$ cat config.mk
export PLATFORM = sky130hd
export DESIGN_NAME = colparity_engine_flat
export DESIGN_NICKNAME = d
export VERILOG_FILES = /design/src/rtl/colparity_if.sv /design/src/rtl/colparity_engine.sv /design/src/flat_wrapper.sv
export SDC_FILE = /design/constraint.sdc
export NUM_CORES = 1
export LEC_CHECK = 0
export CAP_MARGIN = 20
export CORE_MARGIN = 2
export CORE_UTILIZATION = 45
export DETAILED_ROUTE_END_ITERATION = 10
export GPL_TIMING_DRIVEN = 0
export PLACE_DENSITY = 0.65
export SLEW_MARGIN = 20
export SYNTH_ARGS = -nofsm -noshare
export SYNTH_HDL_FRONTEND = slang
export SYNTH_SLANG_ARGS = --single-unit
$ cat constraint.sdc
create_clock -name clk -period 3.6 [get_ports clk]
set_clock_uncertainty 0.15 [all_clocks]
set_input_delay 0.54 -clock clk [delete_from_list [all_inputs] [get_ports clk]]
set_output_delay 0.54 -clock clk [all_outputs]
set_load 0.01 [all_outputs]
$ cat src/rtl/colparity_if.sv
// Slice-memory and control bundle between a column-parity engine and its host.
// The host drives start/mode and the combinational read data; the engine drives the rest.
interface colparity_if #(
  parameter int unsigned COLS  = 5,
  parameter int unsigned ROWS  = 5,
  parameter int unsigned DEPTH = 64
);
  localparam int unsigned W      = ROWS * COLS;
  localparam int unsigned ADDR_W = $clog2(DEPTH);

  logic              start;
  logic              mode;
  logic [ADDR_W-1:0] rd_addr;
  logic [W-1:0]      rd_data;
  logic              wr_en;
  logic [ADDR_W-1:0] wr_addr;
  logic [W-1:0]      wr_data;
  logic              busy;
  logic              done;

  modport master (
    output start, mode, rd_data,
    input  rd_addr, wr_en, wr_addr, wr_data, busy, done
  );

  modport slave (
    input  start, mode, rd_data,
    output rd_addr, wr_en, wr_addr, wr_data, busy, done
  );
endinterface

$ cat src/rtl/colparity_engine.sv
// Column-parity (theta-style) engine: PASS1 gathers per-slice column parities,
// PASS2 (theta mode) rewrites each slice mixed with neighbouring-column parities.
module colparity_engine #(
  parameter int unsigned COLS  = 5,
  parameter int unsigned ROWS  = 5,
  parameter int unsigned DEPTH = 64
) (
  input  logic        clk,
  input  logic        rst,
  colparity_if.slave  bus
);
  localparam int unsigned W      = ROWS * COLS;
  localparam int unsigned ADDR_W = $clog2(DEPTH);

  typedef enum logic [1:0] {
    S_IDLE  = 2'd0,
    S_PASS1 = 2'd1,
    S_PASS2 = 2'd2,
    S_DONE  = 2'd3
  } state_t;

  state_t            state;
  state_t            state_nx;
  logic [ADDR_W-1:0] z;
  logic [ADDR_W-1:0] z_nx;
  logic              mode_q;
  logic              mode_nx;
  logic [COLS-1:0]   par [DEPTH];
  logic              par_we;

  logic              wr_en_q,   wr_en_nx;
  logic [ADDR_W-1:0] wr_addr_q, wr_addr_nx;
  logic [W-1:0]      wr_data_q, wr_data_nx;
  logic              busy_q,    busy_nx;
  logic              done_q,    done_nx;

  logic              last_c;
  logic [ROWS-1:0]   col_c [COLS];
  logic [COLS-1:0]   par_c;
  logic [COLS-1:0]   cur_c;
  logic [COLS-1:0]   prv_c;
  logic [COLS-1:0]   mix_c;
  logic [W-1:0]      theta_c;

  assign last_c = (z == ADDR_W'(DEPTH - 1));
  assign cur_c  = par[z];
  assign prv_c  = par[z - ADDR_W'(1)];

  // Column parity of the current slice and the theta mix; wrap in x and z is modular.
  for (genvar gx = 0; gx < COLS; gx++) begin : g_col
    for (genvar gy = 0; gy < ROWS; gy++) begin : g_row
      assign col_c[gx][gy]          = bus.rd_data[gy*COLS + gx];
      assign theta_c[gy*COLS + gx]  = bus.rd_data[gy*COLS + gx] ^ mix_c[gx];
    end
    assign par_c[gx] = ^col_c[gx];
    assign mix_c[gx] = cur_c[(gx + COLS - 1) % COLS] ^ prv_c[(gx + 1) % COLS];
  end

  // State register
  always_ff @(posedge clk) begin
    if (rst) state <= S_IDLE;
    else     state <= state_nx;
  end

  // Next-state logic
  always_comb begin
    state_nx = state;
    unique case (state)
      S_IDLE:  if (bus.start) state_nx = S_PASS1;
      S_PASS1: if (last_c)    state_nx = mode_q ? S_DONE : S_PASS2;
      S_PASS2: if (last_c)    state_nx = S_DONE;
      S_DONE:                 state_nx = S_IDLE;
      default:                state_nx = S_IDLE;
    endcase
  end

  // Output / datapath next values, registered below
  always_comb begin
    z_nx       = '0;
    mode_nx    = mode_q;
    par_we     = 1'b0;
    wr_en_nx   = 1'b0;
    wr_addr_nx = wr_addr_q;
    wr_data_nx = wr_data_q;
    busy_nx    = (state_nx == S_PASS1) || (state_nx == S_PASS2);
    done_nx    = (state_nx == S_DONE);
    unique case (state)
      S_IDLE: begin
        if (bus.start) mode_nx = bus.mode;
      end
      S_PASS1: begin
        z_nx   = last_c ? '0 : z + ADDR_W'(1);
        par_we = 1'b1;
        if (mode_q) begin
          wr_en_nx   = 1'b1;
          wr_addr_nx = z;
          wr_data_nx = W'(par_c);
        end
      end
      S_PASS2: begin
        z_nx       = last_c ? '0 : z + ADDR_W'(1);
        wr_en_nx   = 1'b1;
        wr_addr_nx = z;
        wr_data_nx = theta_c;
      end
      default: ;
    endcase
  end

  // Registered datapath, outputs and parity array
  always_ff @(posedge clk) begin
    if (rst) begin
      z         <= '0;
      mode_q    <= 1'b0;
      wr_en_q   <= 1'b0;
      wr_addr_q <= '0;
      wr_data_q <= '0;
      busy_q    <= 1'b0;
      done_q    <= 1'b0;
      for (int i = 0; i < DEPTH; i++) par[i] <= '0;
    end else begin
      z         <= z_nx;
      mode_q    <= mode_nx;
      wr_en_q   <= wr_en_nx;
      wr_addr_q <= wr_addr_nx;
      wr_data_q <= wr_data_nx;
      busy_q    <= busy_nx;
      done_q    <= done_nx;
      if (par_we) par[z] <= par_c;
    end
  end

  assign bus.rd_addr = z;
  assign bus.wr_en   = wr_en_q;
  assign bus.wr_addr = wr_addr_q;
  assign bus.wr_data = wr_data_q;
  assign bus.busy    = busy_q;
  assign bus.done    = done_q;
endmodule
$ cat src/flat_wrapper.sv
// flat-port wrapper written by rule: the top's interface ports become plain ports
module colparity_engine_flat 
#(
  parameter int unsigned COLS  = 5,
  parameter int unsigned ROWS  = 5,
  parameter int unsigned DEPTH = 64
)
  (clk, rst, bus_start, bus_mode, bus_rd_data, bus_rd_addr, bus_wr_en, bus_wr_addr, bus_wr_data, bus_busy, bus_done);
  colparity_if #(.COLS(COLS), .ROWS(ROWS), .DEPTH(DEPTH)) bus_i ();
  input  logic clk;
  input  logic rst;
  input wire logic [$bits(bus_i.start)-1:0] bus_start;
  input wire logic [$bits(bus_i.mode)-1:0] bus_mode;
  input wire logic [$bits(bus_i.rd_data)-1:0] bus_rd_data;
  output wire logic [$bits(bus_i.rd_addr)-1:0] bus_rd_addr;
  output wire logic [$bits(bus_i.wr_en)-1:0] bus_wr_en;
  output wire logic [$bits(bus_i.wr_addr)-1:0] bus_wr_addr;
  output wire logic [$bits(bus_i.wr_data)-1:0] bus_wr_data;
  output wire logic [$bits(bus_i.busy)-1:0] bus_busy;
  output wire logic [$bits(bus_i.done)-1:0] bus_done;
  assign bus_i.start = bus_start;
  assign bus_i.mode = bus_mode;
  assign bus_i.rd_data = bus_rd_data;
  assign bus_rd_addr = bus_i.rd_addr;
  assign bus_wr_en = bus_i.wr_en;
  assign bus_wr_addr = bus_i.wr_addr;
  assign bus_wr_data = bus_i.wr_data;
  assign bus_busy = bus_i.busy;
  assign bus_done = bus_i.done;
  colparity_engine #(.COLS(COLS), .ROWS(ROWS), .DEPTH(DEPTH)) u_core (.clk(clk), .rst(rst), .bus(bus_i));
endmodule
==> metrics.md <==
| Metric | Value |
|---|---|
| Hold-fix buffer count after cts | `0` |
| Critical Path End | `u_core.bus.wr_data[19]` |
| H-tree depth | `2` |
| Slowest stage delay, CP | `approximately 0.39 ns` |
| Largest net degree at the start of global routing | `15` |
| Cell mode on critical path | `a22oi_1` |
| Worst Path Max Fanout | `10` |
| Instance count on the critical path | `13` |
| Fmax achieved | `~280 MHz` |
| Cell Area, Placed | `0.02141 mm2` |
| Initial Util | `~46%` |
| CTS Buffer Depth | `3` |
| Unique masters post-synth | `74` |
| Outcome | `finished, violations left` |
| Cts bufs inserted | `39` |
| Die area | `0.04563 mm2` |
| 1st-iter DRT viols | `approximately 2500` |
| GRT Total Usage | `37.40%` |
| DRT Pass-1 Iters | `8` |
| Failing checks | `negative setup slack` |
| CP startpoint kind | `register` |
| First-pass GRT wire length | `115.7 mm` |
| Slew Limit Fails | `0` |
| DIE WIDTH | `213.6 um` |
| Kind of critical path | `register to register` |
| DIE HEIGHT | `between 200 and 250 um` |
| Number of synthesized flops with an enable pin | `320` |
| Worst r2r dst | `u_core.bus.wr_data[19]` |
| Vias per cell | `around 6.6` |
| Buffers on Ports | `68` |
| Antenna-violating nets left | `0` |
| PD cells | `~480 mW/mm2` |
| Tcrit/Tclk final | `100.9%` |
| Worst-Margin Slew | `~1.3 ns` |
| Max Cap Viol | `0` |
| Row cnt | `76` |
| Hold Vio Cnt, Final | `0` |
| Gr ovfl total | `0` |
| Post-layout min period | `about 3.6 ns` |
| R2R Setup Slk | `-0.03 ns` |
| Nets | `roughly 1900` |
| Place WS | `-2.033 ns` |
| P_leak | `roughly 8.4 nW` |
| CTS sink count | `between 300 and 400` |
| Crit path cell chain | `buf_6, and2_0, clkbuf_2, clkbuf_4, buf_4, a22oi_1, o2bb2ai_1, a22oi_1, nand4_1, xor2_4, buf_12, xnor2_1, a22o_1` |
| Post-synth ARST share | `0%` |
| Number of global-route vias before repair | `15540` |
| Total wire length | `approximately 85 mm` |
| Mean Syn Cell Area | `about 12 um2` |
| Layout Area Growth over Synthesis | `22.43%` |
| DP Wirelength | `61.30 mm` |
| Worst Reg-to-Reg Cells | `13` |
| CTS root buf | `clkbuf_16` |
| Final Setup Violations | `5` |
| Placer Congestion | `between 1 and 1.5` |
| CP top delay family | `buffers and inverters` |
| Worst setup margin | `-0.03382 ns` |
| Clk slew on worst S/H paths | `approximately 0.060 ns` |
| Buf+Inv Stages, Crit Path | `5` |
| DR WL/cell | `~34 um` |
| Syn nets | `between 1500 and 2000` |
| Maximum vdd ir drop | `0.3808 mV` |
| Critical Path Sink Type | `register` |
| Slew headroom | `~13%` |
| Req. time, crit path | `~3.9 ns` |
| Worst setup startpoint | `u_core.bus.rd_addr[2]` |
| #FFs+latches synth | `~360` |
| Synthesized cell area | `approximately 0.020 mm2` |
| Final Cell Area | `0.02421 mm2` |
| R2r startpoint | `u_core.bus.rd_addr[2]` |
| Main synth FF type | `edfxtp_1` |
| Layout cells sized above 1 | `between 20% and 30%` |
| TritonCTS clock tree | `yes` |
| Fillcell total | `approximately 3700` |
| Sequential element share of the synthesized area | `52.96%` |
| Ys Warns | `0` |
| Slowest CP cell | `o2bb2ai_1` |
| Via count | `16460` |
| Hold Crit Class | `register to register` |
| Critical path data arrival time | `around 4 ns` |
| Post-route DRC | `0` |
| Core Region | `around 0.043 mm2` |
| Synthesized netlist cell count | `around 1700` |
| Initial antenna violation count | `5` |
| Top Ports | `69` |
| Later-pin clock latency in the skew report | `~0.57 ns` |
## metrics by stage
step / setup TNS, ns / utilization (%) / power, mW / hold WS (ns) / instances
3_3_place_gp: -880.25 / 49.07 / 6.965 / 0.2922 / 2343
2_1_floorplan: -0.00006173 / - / 6.130 / 0.3079 / 1690
4_1_cts: -0.04002 / 54.93 / 11.48 / 0.3013 / 2456
6_report: -0.1311 / 55.95 / 11.61 / 0.2987 / 2486
5_1_grt: -0.0008371 / 55.94 / 11.81 / 0.3284 / 2485
3_5_place_dp: -111.53 / 49.48 / 7.002 / 0.2944 / 2355
## worst reg2reg max path, stage by stage, from the launching register on
cell and delay [ns]:
dfxtp_1 0.36, buf_6 0.21, and2_0 0.16, clkbuf_2 0.27
clkbuf_4 0.39, buf_4 0.37, a22oi_1 0.16, o2bb2ai_1 0.39
a22oi_1 0.23, nand4_1 0.25, xor2_4 0.18, buf_12 0.14
xnor2_1 0.07, a22o_1 0.19
## synth_stat cells, types with 6 or more instances
cell type    n  share of area [%]
a221o_1      7               0.35
nor2_1     392                7.4
a21oi_1     44                1.1
a221oi_1     9               0.40
clkbuf_1    75                1.4
ha_1         7               0.44
and2_1       6               0.19
xor2_1       9               0.40
mux2_2      30                1.7
nor3_1      11               0.28
a22o_1      29                1.3
nand2_1    133                2.5
mux2i_1     75                3.8
edfxtp_1   320                 49
xnor3_1     20                2.3
dfxtp_1     43                4.4
buf_2       30               0.76
mux4_2      87                9.9
a31oi_1     16               0.51
a22oi_1     23               0.87
nor2b_1     13               0.41
nand3_1     25               0.63
o22ai_1     16               0.51
nand2b_1    71                2.2
o21ai_0     44                1.1
a211oi_1     9               0.34
o32ai_1      8               0.35
inv_1       14               0.27
buf_4       18               0.68
buf_1        7               0.13
o2bb2ai_1    7               0.31
xnor2_1     20               0.89
## routing by layer
metal / routed length, um / global-route usage [%] / up-vias
met5: 146 / 1.832 / -
met4: 7273 / 25.84 / 8
met3: 10690 / 10.81 / 385
met2: 36410 / 55.89 / 1366
met1: 30770 / 46.94 / 8091
li1: - / - / 6612
## how the worst min path moves through the flow
| stage | startpoint | end | slack, ns | cells past startpoint |
|---|---|---|---|---|
| 3_3_place_gp | u_core.bus.wr_addr[0] | u_core.bus.wr_addr[0] | 0.29 | 2 |
| 2_1_floorplan | u_core.mode_q | u_core.mode_q | 0.31 | 2 |
| 5_1_grt | u_core.bus.wr_addr[0] | u_core.bus.wr_addr[0] | 0.33 | 2 |
| 4_1_cts | u_core.bus.wr_addr[0] | u_core.bus.wr_addr[0] | 0.30 | 2 |
| 3_5_place_dp | u_core.bus.wr_addr[0] | u_core.bus.wr_addr[0] | 0.29 | 2 |
| 6_report | u_core.bus.wr_addr[0] | u_core.bus.wr_addr[0] | 0.30 | 2 |
## layout make-up
cell class                      count  area [um2]  share of cell area (%)
Antenna cell                        2       5.005                 0.02068
Buffer                            128       987.2                   4.078
Clock buffer                       52        1110                   4.585
Clock inverter                     17       262.8                   1.085
Inverter                           15       80.08                  0.3308
Multi-Input combinational cell   1180        9156                   37.83
Sequential cell                   363       10470                   43.26
Tap cell                          585       732.0                   3.024
Timing Repair Buffer              143        1391                   5.748
Timing Repair inverter              1       8.758                 0.03618
## layout by cell type (no fill, tap or decap), types with 7 or more instances in the layout
cell type | netlist | final
clkbuf_16 | 0 | 48
buf_12 | 0 | 13
buf_8 | 0 | 7
clkbuf_2 | 0 | 10
o22ai_1 | 16 | 14
o2bb2ai_1 | 7 | 7
a221oi_1 | 9 | 7
xnor3_1 | 20 | 20
xor2_1 | 9 | 9
nor2_1 | 392 | 381
mux2_2 | 30 | 29
dfxtp_1 | 43 | 41
edfxtp_1 | 320 | 320
mux2i_2 | 0 | 7
mux2i_1 | 75 | 66
buf_6 | 2 | 26
nand2b_1 | 71 | 70
nand2_1 | 133 | 131
a22o_1 | 29 | 29
clkbuf_1 | 75 | 59
nand3_1 | 25 | 25
clkbuf_4 | 0 | 9
a21oi_1 | 44 | 42
a31oi_1 | 16 | 15
o21ai_0 | 44 | 35
buf_4 | 18 | 75
mux4_2 | 87 | 87
nor2b_1 | 13 | 10
xnor2_1 | 20 | 20
bufinv_16 | 0 | 7
nor2_4 | 3 | 11
a22oi_1 | 23 | 22
clkdlybuf4s50_1 | 0 | 68
inv_1 | 14 | 11
a221o_1 | 7 | 7
## what timing repair did
item | CTS | global route
cloned | 0 | 1
endpoints found under the setup margin | 346 | 97
resized for setup | 164 | 58
buffers inserted | 35 | 28
pin swaps | 37 | 21
## cells by family after synthesis
group,Yosys count,synth area share (%)
DFF,363,52.96
xor gates and xnor gates,53,3.892
muxes,192,15.42
and+or+nand+nor,681,15.00
buffers and inverters,147,3.398
adders and majority gates,7,0.4430
AOI/OAI and AO/OA,247,8.898
## sequential cells by signal (all words and copies together) (netlist names)
signal,count
u_core.bus.wr_en,1
u_core.bus.wr_addr,6
u_core.bus.rd_addr,6
u_core.par,320
u_core.bus.busy,1
u_core.state,2
u_core.bus.done,1
u_core.bus.wr_data,25
u_core.mode_q,1
## power by group
| part | internal, mW | switching, mW | total [mW] |
|---|---|---|---|
| sequential | 4.76 | 0.162 | 4.92 |
| clock | 2.67 | 1.70 | 4.36 |
| combinational | 0.865 | 1.46 | 2.33 |
| total | 8.29 | 3.32 | 11.6 |
Power figures use the tool's default switching activity.
